### src/rtl/tmr_voter_pkg.sv
// tmr_voter_pkg: shared voter types, blame encodings and saturating increment for the TMR word voter.
package tmr_voter_pkg;
  typedef enum logic [1:0] {CLASSICAL, KP, BN} voter_type_e;
  localparam logic [2:0] BLAME_NONE = 3'b000;
  localparam logic [2:0] BLAME_A    = 3'b001;
  localparam logic [2:0] BLAME_B    = 3'b010;
  localparam logic [2:0] BLAME_C    = 3'b100;
  function automatic logic [31:0] sat_inc(input logic [31:0] v, input logic [31:0] max);
    return (v >= max) ? v : v + 32'd1;
  endfunction
endpackage

### src/rtl/tmr_word_vote.sv
// tmr_word_vote: per-bit majority voter plus word comparators giving fault, blame and multi-fault.
module tmr_word_vote
  import tmr_voter_pkg::*;
#(
  parameter int DataWidth = 32,
  parameter int VoterType = 1
) (
  input  logic [DataWidth-1:0] a,
  input  logic [DataWidth-1:0] b,
  input  logic [DataWidth-1:0] c,
  output logic [DataWidth-1:0] data,
  output logic                 fault,
  output logic [2:0]           blame,
  output logic                 multi_fault
);
  logic ab, ac, bc;
  for (genvar i = 0; i < DataWidth; i++) begin : g_bit
    if (VoterType == int'(CLASSICAL)) begin : g_cl
      assign data[i] = (a[i] & b[i]) | (a[i] & c[i]) | (b[i] & c[i]);
    end else if (VoterType == int'(KP)) begin : g_kp
      assign data[i] = (a[i] & b[i]) | (c[i] & (a[i] ^ b[i]));
    end else begin : g_bn
      assign data[i] = (a[i] ^ b[i]) ? c[i] : a[i];
    end
  end
  assign ab = a != b;
  assign ac = a != c;
  assign bc = b != c;
  assign fault = ab | bc;
  assign multi_fault = ab & ac & bc;
  assign blame = (ab & ac & !bc) ? BLAME_A :
                 (ab & !ac & bc) ? BLAME_B :
                 (!ab & ac & bc) ? BLAME_C : BLAME_NONE;
endmodule

### src/rtl/tmr_word_voter_monitor.sv
// tmr_word_voter_monitor: TMR word voter with per-replica saturating error counters and sticky alarm.
// Define TMR_WORD_VOTER_OUT_REG_EN to register data/valid/fault/blame/multi_fault outputs (latency 1).
module tmr_word_voter_monitor
  import tmr_voter_pkg::*;
#(
  parameter int DataWidth      = 32,
  parameter int VoterType      = 1,
  parameter int CntWidth       = 8,
  parameter int AlarmThreshold = 16
) (
  input  logic                 clk_i,
  input  logic                 rst_ni,
  input  logic                 valid_i,
  input  logic [DataWidth-1:0] a_i,
  input  logic [DataWidth-1:0] b_i,
  input  logic [DataWidth-1:0] c_i,
  input  logic                 clear_i,
  output logic [DataWidth-1:0] data_o,
  output logic                 valid_o,
  output logic                 fault_o,
  output logic [2:0]           blame_o,
  output logic                 multi_fault_o,
  output logic [CntWidth-1:0]  cnt_a_o,
  output logic [CntWidth-1:0]  cnt_b_o,
  output logic [CntWidth-1:0]  cnt_c_o,
  output logic [CntWidth-1:0]  cnt_multi_o,
  output logic                 alarm_o
);
  localparam logic [CntWidth-1:0] CntMax = {CntWidth{1'b1}};
  localparam logic [CntWidth-1:0] Thr = CntWidth'(AlarmThreshold);
  if (DataWidth < 1) begin : g_bad_dw
    $fatal(1, "DataWidth must be >= 1");
  end
  if (VoterType < 0 || VoterType > 2) begin : g_bad_vt
    $fatal(1, "VoterType must be 0, 1 or 2");
  end
  if (CntWidth < 2 || CntWidth > 32) begin : g_bad_cw
    $fatal(1, "CntWidth must be in 2..32");
  end
  if (AlarmThreshold < 1 || longint'(AlarmThreshold) > (longint'(1) << CntWidth) - 1) begin : g_bad_thr
    $fatal(1, "AlarmThreshold must be in 1..2^CntWidth-1");
  end
  function automatic logic [CntWidth-1:0] inc(input logic [CntWidth-1:0] v);
    return CntWidth'(sat_inc(32'(v), 32'(CntMax)));
  endfunction
  logic [DataWidth-1:0] v_data;
  logic                 v_fault, v_multi;
  logic [2:0]           v_blame;
  logic                 hit;
  tmr_word_vote #(.DataWidth(DataWidth), .VoterType(VoterType)) u_vote (
    .a(a_i), .b(b_i), .c(c_i),
    .data(v_data), .fault(v_fault), .blame(v_blame), .multi_fault(v_multi)
  );
  assign hit = (cnt_a_o >= Thr) | (cnt_b_o >= Thr) | (cnt_c_o >= Thr) | (cnt_multi_o >= Thr);
  // Clear wins over a same-cycle event, so the event is simply not counted.
  always_ff @(posedge clk_i or negedge rst_ni) begin
    if (!rst_ni) begin
      cnt_a_o     <= '0;
      cnt_b_o     <= '0;
      cnt_c_o     <= '0;
      cnt_multi_o <= '0;
      alarm_o     <= 1'b0;
    end else if (clear_i) begin
      cnt_a_o     <= '0;
      cnt_b_o     <= '0;
      cnt_c_o     <= '0;
      cnt_multi_o <= '0;
      alarm_o     <= 1'b0;
    end else begin
      if (valid_i && v_blame[0]) cnt_a_o <= inc(cnt_a_o);
      if (valid_i && v_blame[1]) cnt_b_o <= inc(cnt_b_o);
      if (valid_i && v_blame[2]) cnt_c_o <= inc(cnt_c_o);
      if (valid_i && v_multi) cnt_multi_o <= inc(cnt_multi_o);
      alarm_o <= alarm_o | hit;
    end
  end
`ifdef TMR_WORD_VOTER_OUT_REG_EN
  always_ff @(posedge clk_i or negedge rst_ni) begin
    if (!rst_ni) begin
      data_o        <= '0;
      valid_o       <= 1'b0;
      fault_o       <= 1'b0;
      blame_o       <= BLAME_NONE;
      multi_fault_o <= 1'b0;
    end else begin
      data_o        <= v_data;
      valid_o       <= valid_i;
      fault_o       <= valid_i & v_fault;
      blame_o       <= valid_i ? v_blame : BLAME_NONE;
      multi_fault_o <= valid_i & v_multi;
    end
  end
`else
  assign data_o        = v_data;
  assign valid_o       = valid_i;
  assign fault_o       = valid_i & v_fault;
  assign blame_o       = valid_i ? v_blame : BLAME_NONE;
  assign multi_fault_o = valid_i & v_multi;
`endif
endmodule
### config.mk
export PLATFORM = sky130hd
export DESIGN_NAME = tmr_word_voter_monitor
export DESIGN_NICKNAME = d
export VERILOG_FILES = /design/src/rtl/tmr_voter_pkg.sv /design/src/rtl/tmr_word_vote.sv /design/src/rtl/tmr_word_voter_monitor.sv
export SDC_FILE = /design/constraint.sdc
export NUM_CORES = 1
export LEC_CHECK = 0
export ABC_AREA = 0
export CAP_MARGIN = 40
export CORE_ASPECT_RATIO = 1.2
export CORE_MARGIN = 8
export CORE_UTILIZATION = 38
export CTS_CLUSTER_DIAMETER = 60
export DETAILED_ROUTE_END_ITERATION = 7
export GPL_TIMING_DRIVEN = 0
export PLACE_DENSITY_LB_ADDON = 0.08
export SYNTH_ARGS = -nofsm -noshare
export SYNTH_HDL_FRONTEND = slang
export SYNTH_SLANG_ARGS = --single-unit
### constraint.sdc
create_clock -name clk_i -period 2.05 [get_ports clk_i]
set_input_delay 0.3075 -clock clk_i [delete_from_list [all_inputs] [get_ports clk_i]]
set_output_delay 0.3075 -clock clk_i [all_outputs]
set_load 0.05 [all_outputs]
After elaboration in Yosys (flattened, before gate mapping)
Cells that the tools add are included.
- flip-flop bits (word level): 33
- ROM bits: 0
- output and inout port bits: 71
- memories: 0
- word-level logic and storage cells: 198
- latch bits: 0
- bits in writable memories: 0
- bits of input ports: 100
- order comparisons: 8
- bitwise operators: 142
- multipliers: 0
- mux-type cells: 17
- eq/ne operators: 7
- divide/modulo/power cells: 0
- reduce and logical (&&, ||, !) cells: 15
- shift operators: 0
- add/subtract/negate cells: 4
- operator list (kind ; number):
    $mux W8 ; 12
    $ne A32 B32 Y1 ; 3
    $and A1 B1 Y1 ; 73
    $or A1 B1 Y1 ; 37
    $add A8 B1 Y8 const B ; 4
    $ge A8 B5 Y1 const B ; 4
    $ge A8 B8 Y1 const B ; 4
    $xor A1 B1 Y1 ; 32
    $mux W3 ; 4
    $ne A2 B2 Y1 const B ; 4
    $reduce_and A2 Y1 ; 4
    $reduce_bool A2 Y1 ; 4
    $logic_and A1 B1 Y1 ; 4
    $logic_not A1 Y1 ; 3
    $mux W1 ; 1

Longest topological paths before layout
Gate-level depths: netlist (run 1).
- depth in word-level cells: 10
- depth in mapped cells: 8
- depth with buffers taken out: 7

Modules after synthesis
A second synthesis (run 1) with hierarchy kept.
- cell total of the unflattened synthesis: 363
- area total of the unflattened synthesis: 3330.7 µm²
- modules (own cells, without submodules) (module ; seq. area each (µm²) ; times used ; area each (µm²) ; cells each):
    tmr_word_voter_monitor ; 825.8 ; 1 ; 1895.6 ; 197
    tmr_word_vote ; 0.0 ; 1 ; 1435.1 ; 166

Worst setup path after synthesis (run 1)
No wires, ideal clock.
- path type: input port to flip-flop
- start: input port c_i[25]
- end: register cnt_b_o[3]
- slack: -781 ps
- data arrival time: 2753 ps
- stages: 6
- required time: 1973 ps
- path buffers: 0
- setup time: 77 ps
- cells stage by stage: xor2_1 > nor4_1 > nand4_2 > a2111oi_2 > or4b_1 > a21oi_1
- longest elaborated chain between the ends: 9
- elaborated cells on any way between the ends: 13
- those cells by class: eq/ne: 2; mux: 2; bitwise: 4; reduce/logical: 5
- ends and longest elaborated chain (item ; RTL line ; text):
    start: declaration ; tmr_word_voter_monitor.sv:16 ; input logic [DataWidth-1:0] c_i,
    $ne A32 B32 Y1 ; tmr_word_vote.sv:27 ; assign ac = a != c;
    $logic_not A1 Y1 ; tmr_word_vote.sv:32 ; (ab & !ac & bc) ? BLAME_B :
    $and A1 B1 Y1 (2 in series) ; tmr_word_vote.sv:32 ;
    $mux W3 ; tmr_word_vote.sv:32 ;
    $mux W3 * ; tmr_word_vote.sv:31 ; assign blame = (ab & ac & !bc) ? BLAME_A :
    $logic_and A1 B1 Y1 * ; tmr_word_voter_monitor.sv:71 ; if (valid_i && v_blame[1]) cnt_b_o <= inc(cnt_b_o);
    $reduce_bool A2 Y1 (no source line) * ; - ;
    $reduce_and A2 Y1 (no source line) * ; - ;
    end signal: assignment ; tmr_word_voter_monitor.sv:71 ;
    end: declaration ; tmr_word_voter_monitor.sv:24 ; output logic [CntWidth-1:0] cnt_b_o,
Every way passes the cells marked *; elsewhere a longest branch is shown, timed or not.
A chain may end at the register's enable or synchronous reset.

Final worst setup path (run 1)
- start: input port b_i[9]
- end: register cnt_c_o[6]
- longest elaborated chain between the ends: 10
- elaborated cells on any way between the ends: 16
- those cells by class: eq/ne: 2; mux: 3; bitwise: 6; reduce/logical: 5
- ends and longest elaborated chain (item ; RTL line ; text):
    start: declaration ; tmr_word_voter_monitor.sv:15 ; input logic [DataWidth-1:0] b_i,
    $ne A32 B32 Y1 ; tmr_word_vote.sv:26 ; assign ab = a != b;
    $logic_not A1 Y1 ; tmr_word_vote.sv:33 ; (!ab & ac & bc) ? BLAME_C : BLAME_NONE;
    $and A1 B1 Y1 (2 in series) ; tmr_word_vote.sv:33 ;
    $mux W3 ; tmr_word_vote.sv:33 ;
    $mux W3 ; tmr_word_vote.sv:32 ;
    $mux W3 * ; tmr_word_vote.sv:31 ;
    $logic_and A1 B1 Y1 * ; tmr_word_voter_monitor.sv:72 ; if (valid_i && v_blame[2]) cnt_c_o <= inc(cnt_c_o);
    $reduce_bool A2 Y1 (no source line) * ; - ;
    $reduce_and A2 Y1 (no source line) * ; - ;
    end signal: assignment ; tmr_word_voter_monitor.sv:72 ;
    end: declaration ; tmr_word_voter_monitor.sv:25 ; output logic [CntWidth-1:0] cnt_c_o,
Marked as above.

==> results by group, run 1 <==
Outcome
  • Run status: finished with violations
  • Failing checks: setup timing

Synth
  • Synthesis-stage register bit count: 33
  • Post-synth EDFFs: 0
  • Share of the yosys chip area belonging to registers: about 23%
  • Avg Cell Area, Syn: 9.229 um2
  • Async S/R FF share, synth: 100.0%
  • Yosys warns: 0
  • Synth Cell Area: ~3700 um2
  • Biggest area consumer among synthesized cells: dfrtp_1
  • Synth area leaders: dfrtp_1 23%, xor2_1 15%, ha_1 14%
  • Mapped Cells: 396
  • Top-area cell type share of the netlist area: 22.60%
  • Count of different cell masters after synthesis: 46
  • Most common flop cell mapped by yosys: dfrtp_1
  • Syn nets: 536

STA
  • Worst setup margin: -0.2437 ns
  • Max Freq: 436.0 MHz
  • Clock Skew: ~0.0041 ns
  • RSZ-0062 raised after global routing: true
  • Final min period: between 2 and 2.5 ns
  • Final Cycle Share: 111.9%
  • Final number of setup-violating endpoints: 24
  • Max Slew Vio Count: 0
  • Worst-Margin Slew: 0.7514 ns
  • Worst slew margin: 49.90%
  • Hold WS: 0.1001 ns
  • Final hold viol count: 0

Floorplanning
  • DIE WIDTH: 105.5 um
  • Starting density of the core: 38.61%
  • Die H: 123.4 um
  • IO Pins: 171
  • Die area: 13030 um2
  • Area of the core: 9467 um2
  • Rows: 39

Setup path
  • Critical Path Slowest Stage Cell: or4_4
  • CP Cell Sequence: buf_4 > ha_4 > nor4_4 > nand4_1 > or2_4 > or4_4 > or4_4 > a21oi_2
  • Arr. time, crit path: about 2.5 ns
  • CP max FO: 3
  • Max stage delay on crit path: between 0.4 and 0.5 ns
  • Startpoint types: input port
  • Kind of critical path: input port to register
  • Required @ worst endpoint: 2.26 ns
  • Crit-path most repeated cell: or4_4
  • Crit. End Element: register

Global routing
  • Vias in the first global route: 4592
  • Total grt overflow: 0
  • Largest net degree at the start of global routing: 34
  • Aggregate global-route resource usage: approximately 22%
  • Initial antenna violation count: 0
  • First-pass GRT wire length: around 23 mm

Detailed routing
  • Total Wirelength: 15.40 mm
  • DR WL/cell: 21.04 um
  • Vias/cell: roughly 5.6
  • DRT Pass-1 Iters: 4
  • Antenna Nets Post-Route: 0
  • Via count: between 4000 and 5000
  • Initial drt markers: about 200
  • Post-route DRC violation count: 0

Placed design
  • Hpwl dp: 11.16 mm
  • RePlAce Congestion: 0.7731
  • IO Port Bufs: 170

Clock network
  • Skew-Pair Late Insertion Delay: 0.27 ns
  • CTS buffer count: 5
  • CTS tree: yes
  • Clk Tree Root Cell: clkbuf_16
  • CTS clk-pin slew, worst paths: around 0.050 ns
  • Clock Sinks: 33
  • H-tree levels: 2
  • Clock buffer depth: 2

Pwr
  • Pleak: 2.796 nW
  • PD cells: just under 400 nW/um2
  • Maximum VDD drop: approximately 0.00036 V
  • Tot Pwr: 0.002675 W

Finish
  • ANT cells: 0
  • Share of layout cells above drive strength 1: 50.41%
  • Fin nets: approximately 750
  • Area Overhead vs Synth: 89.56%
  • Fillers: ~700
  • Commonest non-fill, non-tap cell in the layout: clkdlybuf4s50_1
  • Most frequent cells in the layout: 67 x clkdlybuf4s50_1, 59 x buf_2, 41 x xor2_1

Hold path
  • HP Class: input port to async pin

Flow run
  • Max-cap violations: 0
==> cells by family (layout without fill, tap and decap cells) <==
group           count (synthesis)  in the layout  share of synthesized area [%]
xor+xnor                       64             64                          15.34
flops                          33             33                          22.59
mux                            18             18                          5.478
simple gates                  147            147                          25.16
buf+inv                        23            235                          3.697
fa+ha+maj                      40             40                          13.69
compound gates                 71             72                          14.04
==> synth_stat cells, types with 11 or more instances <==
cell / instances
nor2b_1: 14
nor2_1: 26
ha_1: 40
dfrtp_1: 33
nor4_1: 30
nand3_1: 13
a21oi_1: 12
a21o_1: 31
inv_1: 11
xor2_1: 64
mux2_2: 13
==> timing repair <==
action / CTS / global route
pin swaps: 108 / 29
resized for setup: 560 / 70
hold buffers: 0 / 0
buffers inserted: 25 / 9
gates cloned: 1 / 0
endpoints found under the setup margin: 70 / 35
==> path summary, 6_finish.rpt <==
path	startpoint	to	slack [ns]	depth (start not counted)
max reg2reg	cnt_c_o[0]	cnt_c_o[6]	-0.10	5
min in group clk_i	cnt_multi_o[7]	alarm_o	0.59	2
max in group asynchronous	rst_ni	cnt_multi_o[3]	1.42	1
min	rst_ni	cnt_a_o[2]	0.10	1
min reg2reg	cnt_multi_o[7]	alarm_o	0.59	2
max	b_i[9]	cnt_c_o[6]	-0.24	8
==> metal layers <==
| metal | up-vias | GRT usage (%) | wire [um] | share of wire [%] |
|---|---|---|---|---|
| met5 | - | 0 | 0 | 0 |
| met4 | 0 | 7.841 | 370 | 2.4 |
| met3 | 35 | 6.882 | 1156 | 7.5 |
| met2 | 173 | 41.84 | 8211 | 53 |
| met1 | 1985 | 22.32 | 5663 | 37 |
| li1 | 1885 | - | - | - |
==> through the flow <==
stage                     TNS [ns]  cell area, um2  setup slack [ns]  utilization [%]  std cells
after global placement      -48.49            5862            -1.532            61.92        689
after CTS                   -1.586            6591           -0.2568            69.63        723
final                       -2.892            6928           -0.2437            73.18        732
after global routing        -5.314            6928           -0.3087            73.18        732
after floorplan            -0.7102            4006           -0.3507                -        396
after detailed placement    -46.26            5857            -1.544            61.87        689
==> area by class of cell <==
type / instances / area (um2) / share of cell area [%]
Buffer: 12 / 115.1 / 1.662
Clock buffer: 7 / 152.6 / 2.203
Clock inverter: 1 / 5.005 / 0.07224
Tap cell: 123 / 153.9 / 2.221
Inverter: 11 / 41.29 / 0.5960
Sequential cell: 33 / 834.6 / 12.05
Timing Repair Buffer: 204 / 1748 / 25.23
Multi-Input combinational cell: 341 / 3877 / 55.97
==> state kept, by name, summed over array words and instances, names as in the netlist <==
signal	cells
alarm_o	1
cnt_a_o	8
cnt_b_o	8
cnt_c_o	8
cnt_multi_o	8
==> critical path, delay by kind of cell <==
kind,cells,cell delay [ns]
adders and majority gates,1,0.26
AOI/OAI and AO/OA,1,0.12
and+or+nand+nor,5,1.67
buffers and inverters,1,0.14
==> report_power, final <==
group,leakage [nW],internal (W),switching (W),total [W]
Clock,0.0799,0.000514,0.000272,0.000786
Sequential,0.448,0.000656,0.00000610,0.000662
Combinational,2.27,0.000527,0.000701,0.00123
Power figures use the tool's default switching activity.
==> run 2, diff against run 1 <==
--- a/config.mk
+++ b/config.mk
@@ -8,7 +8,7 @@
 export ABC_AREA = 0
 export CAP_MARGIN = 40
 export CORE_ASPECT_RATIO = 1.2
-export CORE_MARGIN = 8
+export CORE_MARGIN = 2
 export CORE_UTILIZATION = 38
 export CTS_CLUSTER_DIAMETER = 60
 export DETAILED_ROUTE_END_ITERATION = 7
==> run 2 against run 1 <==
Effect of this change: the flow still finishes with violations (setup timing); register-to-register slack lost 0.06 ns; largest power group unchanged; worst setup slack got worse by 0.086 ns; clock skew rose by 0.0019 ns; design area grew 4.2%; sequential share of layout area shrank 0.48 points; power decreased by 0.81%; core utilization grew 3.5 points; largest cell class unchanged; hold slack better by 0.0043 ns; final cell count rose by 1.8%.
==> results by group, run 2 (same netlist as run 1, synthesis figures left out) <==
Outcome
  • Run status: finished with violations
  • Failing checks: setup timing

Floorplanning
  • DIE WIDTH: 93.53 um (-11%)
  • Die H: 111.4 um (-9.7%)
  • Die area: 10420 um2 (-20%)
  • Rows: 39 (unchanged)
  • Area of the core: 9418 um2 (-0.52%)
  • Starting density of the core: 38.81% (+0.20 points)
  • IO Pins: 171 (unchanged)

Placed design
  • RePlAce Congestion: 0.8308 (+7.5%)
  • Hpwl dp: 10.06 mm (-9.8%)
  • IO Port Bufs: 170 (unchanged)
  • Pre-CTS setup slack: -1.555 ns (-0.01152 ns)

STA
  • Worst slew margin: 48.10% (-1.8 points)
  • Max Freq: 420.3 MHz (-3.6%)
  • Final number of setup-violating endpoints: 31 (+29%)
  • RSZ-0062 raised after global routing: true
  • Clock Skew: 0.006003 ns (+0.001934 ns)
  • Final Cycle Share: 116.1% (+4.2 points)
  • Worst setup margin: -0.3293 ns (-0.08569 ns)
  • Worst-Margin Slew: 0.7785 ns (+0.02706 ns)
  • Final min period: 2.379 ns (+0.08569 ns)
  • Max Slew Vio Count: 0 (unchanged)
  • Final hold viol count: 0 (unchanged)

Pwr
  • Comb pwr share: 47.6% (+1.7 points)
  • PD cells: 367.6 nW/um2 (-4.8%)
  • Clk pwr share: 27.5% (-1.9 points)
  • Int Pwr: 0.001652 W (-2.6%)
  • Pleak: 2.927 nW (+4.7%)
  • Switch share: 37.73% (+1.1 points)
  • Maximum VDD drop: 0.0003975 V (+10%)
  • Reg power frac: 24.9% (+0.2 points)
  • Switching Power: 0.001001 W (+2.3%)

Clock network
  • Post-CTS Hold Fix Bufs: 0 (unchanged)
  • Clock Sinks: 33 (unchanged)
  • Skew-Pair Late Insertion Delay: 0.28 ns (about the same)
  • H-tree levels: 2 (unchanged)
  • Clk Tree Root Cell: clkbuf_16
  • CTS buffer count: 5 (unchanged)
  • Clock buffer depth: 2 (unchanged)
  • CTS clk-pin slew, worst paths: 0.06 ns (about the same)
  • CTS tree: yes

Detailed routing
  • Vias/cell: 5.663 (+1.7%)
  • Total Wirelength: 15.23 mm (-1.1%)
  • DR WL/cell: 20.45 um (-2.8%)
  • DRT Pass-1 Iters: 5 (+1)
  • Via count: 4219 (+3.5%)
  • Post-route DRC violation count: 0 (unchanged)
  • Antenna Nets Post-Route: 0 (unchanged)
  • Initial drt markers: 149 (-25%)

Global routing
  • Largest net degree at the start of global routing: 34 (unchanged)
  • Initial antenna violation count: 0 (unchanged)
  • Vias in the first global route: 4460 (-2.9%)
  • Total grt overflow: 0 (unchanged)
  • Aggregate global-route resource usage: 26.83% (+4.8 points)
  • First-pass GRT wire length: 22.29 mm (-4.0%)

Setup path
  • Startpoint types: input port
  • Worst path buffer plus inverter count: 5 (+4)
  • Required @ worst endpoint: 2.21 ns (-0.05 ns)
  • Kind of critical path: input port to register
  • Setup crit start: b_i[16]
  • CP max FO: 3 (unchanged)
  • Max stage delay on crit path: 0.33 ns (-0.10 ns)
  • RR Startpoint: cnt_c_o[4]
  • Critical Path Slowest Stage Cell: nor4_4
  • Crit. End Element: register
  • Critical path's top delay family: simple AND/OR/NAND/NOR gates
  • CP Cell Sequence: buf_8 > ha_4 > nor4_4 > nand4_1 > buf_4 > buf_6 > nor3_4 > buf_6 > o21ai_4 > buf_4 > o31ai_2 > a21oi_2
  • Arr. time, crit path: 2.53 ns (+0.03 ns)

Finish
  • Util after Layout: 76.64% (+3.5 points)
  • Share of layout cells above drive strength 1: 52.89% (+2.5 points)
  • Most frequent cells in the layout: 65 x clkdlybuf4s50_1, 61 x buf_2, 41 x buf_6
  • Commonest non-fill, non-tap cell in the layout: clkdlybuf4s50_1
  • Area Overhead vs Synth: 97.50%
  • Fin nets: 761 (+1.7%)
  • ANT cells: 0 (unchanged)

Flow run
  • Max-cap violations: 0 (unchanged)

Hold path
  • HP Class: input port to async pin
-- run 2: what timing repair did --
| action | 4_1_cts | 5_1_grt |
|---|---|---|
| gates cloned | 1 | 3 |
| pin swaps | 97 | 51 |
| setup buffers | 32 | 13 |
| setup endpoints to repair | 70 | 41 |
| gates resized for setup | 542 | 114 |
-- run 2: per-layer routing --
| layer | routed length, um | up-vias | track usage (%) |
|---|---|---|---|
| met4 | 624 | 0 | 12.16 |
| met1 | 5238 | 2060 | 29.14 |
| met5 | 0 | - | 0 |
| met2 | 8263 | 199 | 49.11 |
| met3 | 1105 | 51 | 5.548 |
| li1 | - | 1909 | - |
-- run 2: worst paths after layout --
path / endpoint / slack [ns] / depth (start not counted)
setup / recovery: cnt_c_o[7] / -0.33 / 12
setup reg to reg: cnt_c_o[6] / -0.16 / 5
max in group asynchronous: cnt_multi_o[3] / 1.39 / 1
hold / removal: cnt_c_o[1] / 0.10 / 1
min in group clk_i: cnt_multi_o[1] / 0.61 / 2
hold reg to reg: cnt_multi_o[1] / 0.61 / 2
-- run 2: power groups by stage --
stage	registers, W	clock network (W)	logic (W)
6_report	0.000660	0.000730	0.00126
5_1_grt	0.000661	0.000764	0.00133
4_1_cts	0.000661	0.000736	0.00117
3_5_place_dp	0.000672	0	0.00106
3_3_place_gp	0.000672	0	0.00105
2_1_floorplan	0.000685	0	0.000539
-- run 2: cell type report --
class | count | area, um2
inverters | 11 | 41.29
plain buffers | 11 | 115.1
flip-flops and latches | 33 | 834.6
well taps | 123 | 153.9
clock inverters | 2 | 10.01
fillers | 605 | 2200
repair buffers | 218 | 1929
multi-input cells | 341 | 4005
clock buffers | 6 | 128.9
-- run 2: metrics by stage --
step,hold WS (ns),setup TNS [ns],area (um2),power (W),cells
floorplan,0.01191,-0.7102,4006,0.001224,396
global placement,0.5717,-49.88,5862,0.001723,689
detailed placement,0.4253,-46.70,5857,0.001734,689
CTS,0.1267,-2.637,6628,0.002571,730
global route,0.1556,-6.960,7218,0.002761,745
finish,0.1044,-4.902,7218,0.002653,745
